[src/rtl/mem_port_arbiter.sv]
// -----------------------------------------------------------------------------
// mem_port_arbiter
//
// Shares one single-ported unified memory between the instruction fetch (IF)
// stage and the memory access (MEM) stage. Each requester uses a level
// request / one-cycle acknowledge handshake. One memory transaction is in
// flight at a time and passes through three states:
//    IDLE : arbitrate and latch the winner's address/we/wdata
//    BUSY : hold port_req and the port fields until port_ack
//    RESP : pulse the owner's ack with the captured read data
// MEM requests normally beat IF requests. A saturating counter forces IF to
// win after STARVE_LIMIT consecutive MEM grants taken against a pending fetch.
// A pipeline flush suppresses the acknowledge of an in-flight fetch. The
// memory access itself still runs to completion.
//
// Parameters
//    ADDR_W       address width (requesters and memory port)
//    DATA_W       data width of the data path and the memory port (>= 32)
//    STARVE_LIMIT MEM wins against a pending fetch before IF is forced (1..15)
//
// Ports
//    clk_i, rst_i        clock, synchronous active-high reset
//    flush_i             branch-taken flush; kills the pending fetch response
//    if_req_i/addr_i     fetch request (level) and byte address
//    if_ack_o/rdata_o    fetch acknowledge pulse, instruction = port_rdata[31:0]
//    mem_req_i/we_i      data request (level), 1 = store
//    mem_addr_i/wdata_i  data byte address, store data
//    mem_ack_o/rdata_o   data acknowledge pulse, load data
//    stall_if_o          if_req & ~if_ack
//    stall_mem_o         mem_req & ~mem_ack
//    port_req_o/we_o     memory request (held until port_ack), write enable
//    port_addr_o/wdata_o memory address, write data
//    port_ack_i/rdata_i  memory completion pulse, read data
// -----------------------------------------------------------------------------
module mem_port_arbiter #(
   parameter int ADDR_W       = 64,
   parameter int DATA_W       = 64,
   parameter int STARVE_LIMIT = 4
) (
   input  logic              clk_i,
   input  logic              rst_i,
   input  logic              flush_i,
   input  logic              if_req_i,
   input  logic [ADDR_W-1:0] if_addr_i,
   output logic              if_ack_o,
   output logic [31:0]       if_rdata_o,
   input  logic              mem_req_i,
   input  logic              mem_we_i,
   input  logic [ADDR_W-1:0] mem_addr_i,
   input  logic [DATA_W-1:0] mem_wdata_i,
   output logic              mem_ack_o,
   output logic [DATA_W-1:0] mem_rdata_o,
   output logic              stall_if_o,
   output logic              stall_mem_o,
   output logic              port_req_o,
   output logic              port_we_o,
   output logic [ADDR_W-1:0] port_addr_o,
   output logic [DATA_W-1:0] port_wdata_o,
   input  logic              port_ack_i,
   input  logic [DATA_W-1:0] port_rdata_i
);

   typedef enum logic [1:0] {
      ST_IDLE = 2'd0,
      ST_BUSY = 2'd1,
      ST_RESP = 2'd2
   } state_t;

   localparam logic       OWN_IF  = 1'b0;
   localparam logic       OWN_MEM = 1'b1;
   localparam logic [3:0] LIMIT   = 4'(STARVE_LIMIT);

   // ---------------------------------------------------------------------
   // State
   // ---------------------------------------------------------------------
   state_t              state_q,    state_d;
   logic                owner_q,    owner_d;
   logic                we_q,       we_d;
   logic [ADDR_W-1:0]   addr_q,     addr_d;
   logic [DATA_W-1:0]   wdata_q,    wdata_d;
   logic [3:0]          starve_q,   starve_d;
   logic                kill_if_q,  kill_if_d;
   logic [DATA_W-1:0]   cap_q,      cap_d;      // read data captured on port_ack
   logic [31:0]         if_hold_q,  if_hold_d;  // last delivered instruction
   logic [DATA_W-1:0]   mem_hold_q, mem_hold_d; // last delivered load data

   // ---------------------------------------------------------------------
   // Arbitration
   // ---------------------------------------------------------------------
   logic if_elig;
   logic mem_elig;
   logic starved;
   logic grant_if;
   logic grant_mem;

   // A fetch raised in the same cycle as a flush is for a dead path, so it
   // does not compete for the port.
   assign if_elig   = if_req_i & ~flush_i;
   assign mem_elig  = mem_req_i;
   assign starved   = (starve_q >= LIMIT);
   assign grant_if  = if_elig & (~mem_elig | starved);
   assign grant_mem = mem_elig & ~grant_if;

   // ---------------------------------------------------------------------
   // Outputs
   // ---------------------------------------------------------------------
   // flush_i is also tested directly so a flush landing in the RESP cycle
   // itself still drops the fetch response.
   assign if_ack_o    = (state_q == ST_RESP) && (owner_q == OWN_IF)
                        && !kill_if_q && !flush_i;
   assign mem_ack_o   = (state_q == ST_RESP) && (owner_q == OWN_MEM);

   // During an ack the fresh capture is shown; otherwise the last delivered
   // value. A store ack never exposes the capture register.
   assign if_rdata_o  = if_ack_o ? cap_q[31:0] : if_hold_q;
   assign mem_rdata_o = (mem_ack_o && !we_q) ? cap_q : mem_hold_q;

   assign stall_if_o  = if_req_i  & ~if_ack_o;
   assign stall_mem_o = mem_req_i & ~mem_ack_o;

   assign port_req_o   = (state_q == ST_BUSY);
   assign port_we_o    = we_q;
   assign port_addr_o  = addr_q;
   assign port_wdata_o = wdata_q;

   // ---------------------------------------------------------------------
   // Next-state logic
   // ---------------------------------------------------------------------
   always_comb begin
      state_d    = state_q;
      owner_d    = owner_q;
      we_d       = we_q;
      addr_d     = addr_q;
      wdata_d    = wdata_q;
      starve_d   = starve_q;
      kill_if_d  = kill_if_q;
      cap_d      = cap_q;
      if_hold_d  = if_hold_q;
      mem_hold_d = mem_hold_q;

      case (state_q)
         ST_IDLE: begin
            kill_if_d = 1'b0;

            if (grant_if || grant_mem) begin
               state_d = ST_BUSY;
               owner_d = grant_mem ? OWN_MEM : OWN_IF;
               if (grant_mem) begin
                  addr_d  = mem_addr_i;
                  we_d    = mem_we_i;
                  wdata_d = mem_wdata_i;
               end else begin
                  addr_d  = if_addr_i;
                  we_d    = 1'b0;
                  wdata_d = '0;
               end
            end

            // Counts only MEM wins taken while a fetch was waiting; any
            // cycle without a live fetch breaks the run.
            if (!if_elig || grant_if) begin
               starve_d = 4'd0;
            end else if (grant_mem && (starve_q < LIMIT)) begin
               starve_d = starve_q + 4'd1;
            end
         end

         ST_BUSY: begin
            if (flush_i && (owner_q == OWN_IF)) begin
               kill_if_d = 1'b1;
            end
            if (port_ack_i) begin
               state_d = ST_RESP;
               if (!((owner_q == OWN_MEM) && we_q)) begin
                  cap_d = port_rdata_i;
               end
            end
         end

         ST_RESP: begin
            state_d   = ST_IDLE;
            kill_if_d = 1'b0;
            if (if_ack_o) begin
               if_hold_d = cap_q[31:0];
            end
            if (mem_ack_o && !we_q) begin
               mem_hold_d = cap_q;
            end
         end

         default: begin
            state_d = ST_IDLE;
         end
      endcase
   end

   // ---------------------------------------------------------------------
   // Registers
   // ---------------------------------------------------------------------
   always_ff @(posedge clk_i) begin
      if (rst_i) begin
         state_q    <= ST_IDLE;
         owner_q    <= OWN_IF;
         we_q       <= 1'b0;
         addr_q     <= '0;
         wdata_q    <= '0;
         starve_q   <= 4'd0;
         kill_if_q  <= 1'b0;
         cap_q      <= '0;
         if_hold_q  <= '0;
         mem_hold_q <= '0;
      end else begin
         state_q    <= state_d;
         owner_q    <= owner_d;
         we_q       <= we_d;
         addr_q     <= addr_d;
         wdata_q    <= wdata_d;
         starve_q   <= starve_d;
         kill_if_q  <= kill_if_d;
         cap_q      <= cap_d;
         if_hold_q  <= if_hold_d;
         mem_hold_q <= mem_hold_d;
      end
   end

endmodule

[config.mk]
export PLATFORM = sky130hd
export DESIGN_NAME = mem_port_arbiter
export DESIGN_NICKNAME = d
export VERILOG_FILES = /design/src/rtl/mem_port_arbiter.sv
export SDC_FILE = /design/constraint.sdc
export NUM_CORES = 1
export LEC_CHECK = 0
export CAP_MARGIN = 10
export CORE_AREA = 2 2 190 192
export CTS_CLUSTER_SIZE = 24
export DETAILED_ROUTE_END_ITERATION = 8
export DIE_AREA = 0 0 192 194
export DONT_BUFFER_PORTS = 1
export PLACE_DENSITY_LB_ADDON = 0.08
export SLEW_MARGIN = 20
export SYNTH_ARGS = -nofsm -noshare
export SYNTH_HDL_FRONTEND = slang
export SYNTH_SLANG_ARGS = --single-unit
[constraint.sdc]
create_clock -name clk_i -period 1.9 [get_ports clk_i]
set_input_delay 0.19 -clock clk_i [delete_from_list [all_inputs] [get_ports clk_i]]
set_output_delay 0.19 -clock clk_i [all_outputs]
set_load 0.05 [all_outputs]
==> metrics.md, run 1 <==
| Metric | Value |
|---|---|
| Sequential share of power | `between 40% and 50%` |
| Die Span Y | `approximately 190 um` |
| Row count | `a little under 70` |
| Logic pwr share | `between 10% and 20%` |
| Setup TNS | `-31.40 ns` |
| Leading area contributor after synthesis | `dfxtp_1` |
| Pwr per Cell Area | `846 nW/um^2` |
| Global-route wire length before repair | `slightly below 60 mm` |
| Least-Margin Pin Slew | `~0.62 ns` |
| Yosys reg bits | `around 300` |
| Antenna cells | `0` |
| CTS HTree Levels | `2` |
| Post-Syn Area | `11500 sq um` |
| Initial antenna violation count | `0` |
| Distinct cells, synth | `34` |
| Setup crit start kind | `register` |
| Initial Util | `between 30% and 40%` |
| Drt first pass iters | `5` |
| Crit path capture type | `output pin` |
| CTS clock-pin slew for the worst setup and hold paths | `about 0.060 ns` |
| VDD IR-drop max | `0.000755 V` |
| GRT Overall Usage | `about a fifth` |
| Worst-case hold slack | `-0.221 ns` |
| Fin crit period | `between 2 and 2.5 ns` |
| Final slew viol count | `0` |
| Largest net degree at the start of global routing | `~300` |
| Status | `finished with violations` |
| Final ANT Viol Nets | `0` |
| Placer Congestion | `between 0.8 and 0.9` |
| Boundary Pins | `approximately 490` |
| Top cell type's share of synthesized area | `51.6%` |
| Max clock buf depth | `3` |
| Worst hold-check path type | `primary input to register` |
| CP Data Required Time | `approximately 1.7 ns` |
| Area Growth Syn to Fin | `59.8%` |
| Warnings, synthesis | `0` |
| Net Count, Synth | `1542` |
| Overflow after GRT | `0` |
| Root Driver | `clkbuf_16` |
| Die area | `between 30000 and 40000 sq um` |
| Core ar. | `about 35000 sq um` |
| Avg WL per Cell | `approximately 20 um` |
| Maxcap violations | `0` |
| Number of global-route vias before repair | `9627` |
| Fin crit share | `120%` |
| Hold Violations, Final | `between 150 and 200` |
| # port buffers | `0` |
| Nets | `~1.9k` |
| Arr. time, crit path | `between 2 and 2.5 ns` |
| Highest clock rate | `between 0.4 and 0.5 GHz` |
| Layout Skew | `between 0.02 and 0.03 ns` |
| Drt total wl | `approximately 42 mm` |
| CP max FO | `4` |
| Slew HR | `between 50% and 60%` |
| Mapped Cells | `roughly 1.3k` |
| Worst-skew pair later-pin latency | `about 0.51 ns` |
| Failing checks | `negative hold slack, negative setup slack` |
| Syn avg cell area | `approximately 9.0 sq um` |
| Dpl hpwl | `between 20 and 30 mm` |
| Commonest non-fill, non-tap cell in the layout | `dfxtp_1` |
| Total clock sinks | `297` |
| DIE WIDTH | `roughly 190 um` |
| CTS buffer count | `35` |
| Share of layout cells above drive strength 1 | `21.0%` |
| Routed vias | `between 10k and 15k` |
| Final WS setup | `-0.374 ns` |
| Most frequent cells in the layout | `294 x dfxtp_1, 261 x nand2_1, 239 x dlygate4sd3_1` |
| RSZ-0062 raised after global routing | `yes` |
| Internal power | `roughly 11 mW` |
| Lkg Pwr | `~7 nW` |
| Top cells by area, synth | `dfxtp_1 52%, a21oi_1 8.6%, nand2_1 8.5%` |
| Sw Pwr | `4.42 mW` |
| Via density | `~4.9` |
| Worst setup slack after placement | `about 0.083 ns` |
| Setup Viol. Count Final | `just under 100` |
| Drt drc | `0` |
| Drt initial violations | `479` |
| TritonCTS clock tree | `done` |
| Switching part of the total | `approximately 28%` |
| WS Path Type | `register to output pin` |
| Clock power share | `approximately 41%` |
| Post-synthesis sequential area ratio | `51.6%` |
per-layer routing:
metal | global-route usage, % | part of all wire [%] | wire (um) | vias up
met5 | 0 | 0 | 0 | -
met4 | 5.17 | 2.7 | 1140 | 0
met3 | 5.21 | 6.0 | 2480 | 79
met2 | 36.0 | 51 | 21400 | 362
met1 | 23.9 | 40 | 16600 | 5016
li1 | - | - | - | 5012
power groups by stage:
stage / Sequential, mW / Clock [mW] / Combinational, mW
2_1_floorplan: 7.54 / 0 / 0.867
3_3_place_gp: 7.37 / 0 / 1.48
3_5_place_dp: 7.37 / 0 / 1.50
4_1_cts: 7.23 / 6.56 / 1.64
5_1_grt: 7.26 / 6.82 / 2.14
6_report: 7.23 / 6.37 / 1.98
sequential cells by signal (all words and copies together), names as in the netlist:
signal / flops
kill_if_q: 1
cap_q: 64
mem_hold_q: 64
starve_q: 4
owner_q: 1
port_addr_o: 64
port_we_o: 1
port_wdata_o: 64
state_q: 2
if_hold_q: 32
worst max-delay path, stage by stage, from the launching register on:
cell	delay [ns]
dfxtp_2	0.32
nand2b_2	0.18
nor4_4	0.14
buf_6	0.19
buf_12	0.13
buf_16	0.12
mux2_4	0.31
buf_12	0.15
through the flow:
| step | std cells | instance area (sq um) | power [mW] | hold slack [ns] | util, % |
|---|---|---|---|---|---|
| 3_3_place_gp | 1793 | 14200 | 8.85 | 0.283 | 40.2 |
| 2_1_floorplan | 1278 | 11500 | 8.41 | 0.304 | - |
| 4_1_cts | 1935 | 16300 | 15.4 | -0.241 | 46.4 |
| 5_1_grt | 2120 | 18400 | 16.2 | -0.250 | 52.3 |
| 3_5_place_dp | 1793 | 14200 | 8.87 | 0.284 | 40.2 |
| 6_report | 2120 | 18400 | 15.6 | -0.221 | 52.3 |
synthesized netlist by cell type:
library cell / number
a211oi_1: 64
a21boi_2: 1
a21o_1: 1
a21oi_1: 199
a21oi_2: 1
and2b_1: 28
and3_1: 1
buf_1: 5
buf_2: 35
buf_4: 13
buf_6: 3
clkbuf_1: 48
dfxtp_1: 297
ha_1: 1
inv_1: 2
mux2_1: 14
mux2_2: 54
mux2_4: 28
nand2_1: 261
nand2b_1: 2
nand2b_2: 1
nand3_1: 67
nand3b_1: 2
nand4b_1: 1
nor2_1: 67
nor2_2: 1
nor2_4: 1
nor2b_1: 71
nor3_1: 1
nor3b_1: 2
nor4_4: 1
o21ai_0: 3
o21ai_2: 1
or2_2: 1
final cells by class:
class,instances,area [sq um]
Tap cell,461,577
Inverter,2,7.51
Multi-Input combinational cell,875,5340
Timing Repair Buffer,425,5460
Clock buffer,50,992
Clock inverter,10,86.3
Fill cell,3183,16800
Sequential cell,297,5950
what timing repair did:
| action | 4_1_cts | 5_1_grt |
|---|---|---|
| pin swaps | 1 | 1 |
| endpoints found under the setup margin | 98 | 136 |
| gates cloned | 6 | 9 |
| buffers inserted | 9 | 5 |
| resized for setup | 62 | 39 |
| endpoints found under the hold margin | 297 | 252 |
| hold buffers | 67 | 172 |
cells by family (layout without fill, tap and decap cells):
family,after synthesis,count (layout),synth area share [%]
flops,297,297,51.6
compound gates,270,270,13.3
fa+ha+maj,1,1,0.109
mux,96,96,10.3
simple gates,508,508,20.3
buf+inv,106,487,4.45
final timing paths:
| path | start | endpoint | slack, ns | depth (start not counted) |
|---|---|---|---|---|
| min reg2reg | cap_q[54] | cap_q[54] | 0.45 | 2 |
| min | rst_i | mem_hold_q[50] | -0.22 | 1 |
| max | state_q[0] | if_rdata_o[3] | -0.37 | 7 |
| max reg2reg | state_q[0] | if_hold_q[0] | 0.09 | 8 |
Power figures use the tool's default switching activity.
==> inputs of run 2 (changes only) <==
Settings changed: PLACE_DENSITY from default to 0.55, PLACE_DENSITY_LB_ADDON 0.08 to default.
==> metrics.md, run 2 (same netlist as run 1, synthesis figures left out) <==
| Metric | Value |
|---|---|
| Status | `finished with violations` |
| Failing checks | `negative hold slack, negative setup slack` |
| Die Span Y | `194 um (unchanged)` |
| Arr. time, crit path | `2.08 ns (about the same)` |
| Least-Margin Pin Slew | `0.822 ns (+0.202 ns)` |
| Die area | `37200 sq um (unchanged)` |
| FF-to-FF path depth | `8 (unchanged)` |
| Global-route wire length before repair | `56.8 mm (-3.3%)` |
| CP Data Required Time | `1.71 ns (about the same)` |
| Fin crit period | `2.27 ns (-0.00615 ns)` |
| Worst-case hold slack | `-0.249 ns (-0.0280 ns)` |
| CTS HTree Levels | `2 (unchanged)` |
| Met3 wire len | `3.00 mm (+21%)` |
| Drt first pass iters | `5 (unchanged)` |
| Row count | `69 (unchanged)` |
| Reg2reg end | `mem_hold_q[22]` |
| Boundary Pins | `493 (unchanged)` |
| DIE WIDTH | `192 um (unchanged)` |
| Hold Path Origin | `rst_i` |
| Hold EP | `mem_hold_q[34]` |
| Root Driver | `clkbuf_16` |
| Highest clock rate | `0.441 GHz (+0.27%)` |
| RSZ-0062 raised after global routing | `yes` |
| Number of global-route vias before repair | `9801 (+1.8%)` |
| Worst hold-check path type | `primary input to register` |
| Lkg Pwr | `6.70 nW (-7.0%)` |
| Drt drc | `0 (unchanged)` |
| Met2 Wirelength | `19.9 mm (-7.2%)` |
| TritonCTS clock tree | `done` |
| Hold Violations, Final | `225 (+15%)` |
| Reg2reg setup slack | `0.12 ns (+0.03 ns)` |
| GRT Overall Usage | `19.4% (-0.78 points)` |
| CTS buffer count | `34 (-2.9%)` |
| Max clock buf depth | `3 (unchanged)` |
| Commonest non-fill, non-tap cell in the layout | `dfxtp_1` |
| Setup crit start kind | `register` |
| Hold depth | `1 (unchanged)` |
| WS Path Type | `register to output pin` |
| Worst setup startpoint | `state_q[0]` |
| Overflow after GRT | `0 (unchanged)` |
| Fin crit share | `119% (-0.32 points)` |
| Core ar. | `35200 sq um (unchanged)` |
| Drt initial violations | `614 (+28%)` |
| Setup Viol. Count Final | `98 (unchanged)` |
| Nets | `1780 (-6.3%)` |
| Final WS setup | `-0.368 ns (+0.00615 ns)` |
| Fill count | `3180 (-0.094%)` |
| Routed vias | `10.0k (-4.4%)` |
| Multi-input logic area | `5380 sq um (+0.61%)` |
| Crit path capture type | `output pin` |
| Final ANT Viol Nets | `0 (unchanged)` |
| Avg WL per Cell | `20.0 um (+1.7%)` |
| Total clock sinks | `297 (unchanged)` |
| VDD IR-drop max | `0.000578 V (-23%)` |
| Maxcap violations | `0 (unchanged)` |
| Layout Skew | `0.0119 ns (-0.0156 ns)` |
| Initial Util | `32.7% (unchanged)` |
| Dpl hpwl | `25.9 mm (+0.12%)` |
| CP max FO | `5 (+1)` |
| Worst-skew pair later-pin latency | `0.51 ns (about the same)` |
| Most frequent cells in the layout | `294 x dfxtp_1, 261 x nand2_1, 199 x a21oi_1` |
| Initial antenna violation count | `3 (+3)` |
| Final slew viol count | `0 (unchanged)` |
| # port buffers | `0 (unchanged)` |
| Top Metal Used | `met4` |
| Area Growth Syn to Fin | `48.8%` |
| Setup TNS | `-31.94 ns (-0.534 ns)` |
| FF+latch area | `5950 sq um (unchanged)` |
| Largest net degree at the start of global routing | `298 (unchanged)` |
| Share of layout cells above drive strength 1 | `23.7% (+2.7 points)` |
| FF-to-FF Start | `state_q[0]` |
| Drt total wl | `40.0 mm (-3.9%)` |
| Metal-1 WL | `15.5 mm (-6.8%)` |
| Placer Congestion | `0.839 (+3.7%)` |
| Pwr per Cell Area | `886 nW/um^2 (+4.7%)` |
| Via density | `5.00 (+1.2%)` |
| Slew HR | `45.1% (-14 points)` |
| CTS clock-pin slew for the worst setup and hold paths | `0.06 ns (about the same)` |
## run 2: changes by cell type in the layout (fill, tap and decap cells not counted), moves of 2 or more
| cell | delta |
|---|---|
| diode_2 | +3 |
| clkinv_2 | -2 |
| clkinv_4 | +2 |
| clkinvlp_4 | -2 |
| buf_4 | +18 |
| mux2_4 | +5 |
| buf_8 | +4 |
| mux2_2 | -5 |
| dlygate4sd3_1 | -137 |
| buf_16 | -4 |
## run 2: timing repair
item	in CTS	in global routing
hold buffers	56	46
resized for setup	86	24
buffers inserted	6	9
setup endpoints to repair	98	140
cloned	2	11
pin swaps	0	3
hold endpoints to repair	297	291
## run 2: through the flow
step                total power, mW  setup slack, ns  utilization (%)  instances  instance area (sq um)
floorplan                      8.41          0.00816                -       1278                  11500
global placement               8.83           0.0707             40.7       1812                  14300
detailed placement             8.86           0.0577             40.7       1812                  14300
CTS                            15.2           -0.433             46.3       1935                  16300
global route                   15.8           -0.435             48.7       2003                  17100
finish                         15.2           -0.368             48.7       2003                  17100
## run 2: power breakdown
part / switching (mW) / internal [mW] / total (mW)
Sequential: 0.689 / 6.52 / 7.21
Clock: 2.52 / 3.67 / 6.19
Combinational: 1.08 / 0.715 / 1.79
## run 2: worst max-delay path: stages (launching register included)
cell,delay (ns)
dfxtp_2,0.33
nand3b_1,0.21
nor2_4,0.17
buf_4,0.13
buf_12,0.13
buf_16,0.13
mux2_4,0.32
buf_12,0.15
## run 2: area by class of cell
type                       count  share of cell area (%)
sequential                   297                    34.7
multi-input combinational    876                    31.4
timing repair buffer         305                    24.3
clock buffer                  52                    5.89
tap                          461                    3.36
clock inverter                 7                   0.285
inverter                       2                  0.0438
antenna                        3                  0.0438
## run 2: how the worst max path moves through the flow
stage                       to  slack (ns)
2_1_floorplan   mem_hold_q[49]       0.008
3_3_place_gp   mem_rdata_o[39]        0.07
3_5_place_dp   port_addr_o[46]        0.06
4_1_cts         if_rdata_o[28]       -0.43
5_1_grt        mem_rdata_o[23]       -0.44
6_report       mem_rdata_o[23]       -0.37
## run 2: layer usage
metal  vias to the layer above  global-route usage [%]
met5                         -                       0
met4                         0                    8.11
met3                        85                    5.76
met2                       429                    34.3
met1                      4718                    21.6
li1                       4779                       -
==> inputs of run 3 (changes only) <==
Settings changed: PLACE_DENSITY 0.55 to default.
==> metrics.md, run 3 (same netlist as run 1, synthesis figures left out) <==
| Metric | Value |
|---|---|
| Status | `finished with violations` |
| Failing checks | `negative hold slack, negative setup slack` |
| Number of global-route vias before repair | `9673 (-1.3%)` |
| Lkg Pwr | `6.63 nW (-0.96%)` |
| Setup TNS | `-28.48 ns (+3.46 ns)` |
| Maxcap violations | `0 (unchanged)` |
| Nets | `1768 (-0.67%)` |
| Avg WL per Cell | `19.7 um (-1.6%)` |
| Worst-skew pair later-pin latency | `0.51 ns (about the same)` |
| CP max FO | `6 (+1)` |
| Hold depth | `1 (unchanged)` |
| Power Total | `15.5 mW (+2.3%)` |
| DIE WIDTH | `192 um (unchanged)` |
| Commonest non-fill, non-tap cell in the layout | `dfxtp_1` |
| Drt initial violations | `451 (-27%)` |
| Overflow after GRT | `0 (unchanged)` |
| Fin crit share | `119% (-0.63 points)` |
| Fill count | `3139 (-1.3%)` |
| Global-route wire length before repair | `56.0 mm (-1.4%)` |
| Fin crit period | `2.26 ns (-0.0119 ns)` |
| Boundary Pins | `493 (unchanged)` |
| FF-to-FF path depth | `5 (-3)` |
| Area post-placement | `14200 sq um (-0.59%)` |
| Max clock buf depth | `3 (unchanged)` |
| RSZ-0062 raised after global routing | `yes` |
| Share of layout cells above drive strength 1 | `22.8% (-0.89 points)` |
| CTS clock-pin slew for the worst setup and hold paths | `0.06 ns (about the same)` |
| TritonCTS clock tree | `done` |
| Switching part of the total | `28.1% (-0.11 points)` |
| Sw Pwr | `4.37 mW (+1.9%)` |
| Slew HR | `60.1% (+15 points)` |
| Root Driver | `clkbuf_16` |
| Worst hold-check path type | `primary input to register` |
| Logic pwr share | `10.3% (-1.5 points)` |
| Drt first pass iters | `5 (unchanged)` |
| Most frequent cells in the layout | `294 x dfxtp_1, 261 x nand2_1, 199 x a21oi_1` |
| Least-Margin Pin Slew | `0.597 ns (-0.225 ns)` |
| Sequential share of power | `47.2% (-0.2 points)` |
| FF+latch area | `5950 sq um (unchanged)` |
| Final ANT Viol Nets | `0 (unchanged)` |
| Hold EP | `mem_hold_q[52]` |
| Final WS setup | `-0.356 ns (+0.0119 ns)` |
| Arr. time, crit path | `2.07 ns (about the same)` |
| Crit path capture type | `output pin` |
| Highest clock rate | `0.443 GHz (+0.53%)` |
| GRT Overall Usage | `19.2% (-0.28 points)` |
| Placer Congestion | `0.865 (+3.1%)` |
| Drt drc | `0 (unchanged)` |
| WS Path Type | `register to output pin` |
| Die Span Y | `194 um (unchanged)` |
| Hold Path Origin | `rst_i` |
| Final slew viol count | `0 (unchanged)` |
| Post-layout util | `48.4% (-0.28 points)` |
| CP Data Required Time | `1.71 ns (about the same)` |
| Dpl hpwl | `25.9 mm (-0.18%)` |
| CTS buffer count | `34 (unchanged)` |
| CTS HTree Levels | `2 (unchanged)` |
| Reg2reg setup slack | `0.11 ns (about the same)` |
| Total clock sinks | `297 (unchanged)` |
| VDD IR-drop max | `0.000785 V (+36%)` |
| Routed vias | `10.0k (-0.020%)` |
| FF-to-FF Start | `starve_q[3]` |
| Setup crit start kind | `register` |
| Reg2reg end | `port_addr_o[3]` |
| Setup Viol. Count Final | `98 (unchanged)` |
| Pwr per Cell Area | `911 nW/um^2 (+2.9%)` |
| Clock power share | `42.5% (+1.8 points)` |
| Area Growth Syn to Fin | `47.9%` |
| Hold Violations, Final | `218 (-3.1%)` |
| Initial Util | `32.7% (unchanged)` |
| # port buffers | `0 (unchanged)` |
| Worst-case hold slack | `-0.219 ns (+0.0303 ns)` |
| Largest net degree at the start of global routing | `298 (unchanged)` |
| Post-route cell area | `17000 sq um (-0.58%)` |
| Internal power | `11.2 mW (+2.4%)` |
| Initial antenna violation count | `3 (unchanged)` |
| Via density | `5.02 (+0.53%)` |
| Core ar. | `35200 sq um (unchanged)` |
| Row count | `69 (unchanged)` |
| Drt total wl | `39.2 mm (-2.2%)` |
| Die area | `37200 sq um (unchanged)` |
| Multi-input logic area | `5350 sq um (-0.54%)` |
| Layout Skew | `0.0187 ns (+0.00682 ns)` |
## run 3: cell types whose count changed in the layout (fill, tap and decap cells not counted), moves of 2 or more
cell | before | now
clkinvlp_4 | 1 | 3
buf_8 | 5 | 2
clkbuf_1 | 10 | 6
buf_4 | 73 | 57
bufinv_16 | 0 | 2
clkbuf_16 | 43 | 38
buf_6 | 4 | 6
mux2_2 | 0 | 4
mux2_4 | 96 | 92
dlygate4sd3_1 | 102 | 113
## run 3: critical path, cell delays in order, from the launching register on
cell and delay (ns):
dfxtp_2 0.32, nand3b_1 0.21, nor2_4 0.16, buf_6 0.13, buf_8 0.12, buf_16 0.14
mux2_4 0.32, buf_12 0.15
## run 3: metal layers
layer,up-vias,track usage [%],wire (um)
li1,4753,-,-
met1,4757,21.6,14900
met2,400,33.5,19700
met3,97,5.54,2880
met4,2,8.11,1690
met5,-,0,13
## run 3: through the flow
stage,std cells,setup WS [ns]
2_1_floorplan,1278,0.00816
3_3_place_gp,1799,-0.0199
3_5_place_dp,1799,-0.0119
4_1_cts,1922,-0.377
5_1_grt,1992,-0.432
6_report,1992,-0.356
## run 3: area by class of cell
type / instances / share of cell area, %
antenna: 2 / 0.0294
clock buffer: 49 / 5.92
clock inverter: 12 / 0.778
inverter: 2 / 0.0440
multi-input combinational: 875 / 31.4
sequential: 297 / 34.9
tap: 461 / 3.38
timing repair buffer: 294 / 23.6
## run 3: worst max path at each step
stage | to | cells past startpoint | from | slack (ns)
floorplan | mem_hold_q[49] | 5 | state_q[1] | 0.008
global placement | port_we_o | 6 | starve_q[3] | -0.02
detailed placement | port_we_o | 6 | starve_q[3] | -0.01
CTS | if_rdata_o[18] | 6 | state_q[0] | -0.38
global route | mem_rdata_o[33] | 7 | state_q[0] | -0.43
finish | mem_rdata_o[22] | 7 | state_q[0] | -0.36
## run 3: power by group through the flow
stage	Sequential, mW	Clock [mW]	Combinational [mW]
after floorplan	7.54	0	0.867
after global placement	7.46	0	1.34
after detailed placement	7.46	0	1.37
after CTS	7.33	6.82	1.47
after global routing	7.35	7.05	1.73
final	7.33	6.61	1.60
## run 3: timing repair
action,CTS,global route
pin swaps,2,1
hold buffers,55,58
gates cloned,2,4
endpoints found under the setup margin,99,101
hold endpoints to repair,297,286
gates resized for setup,90,9
setup buffers,6,7
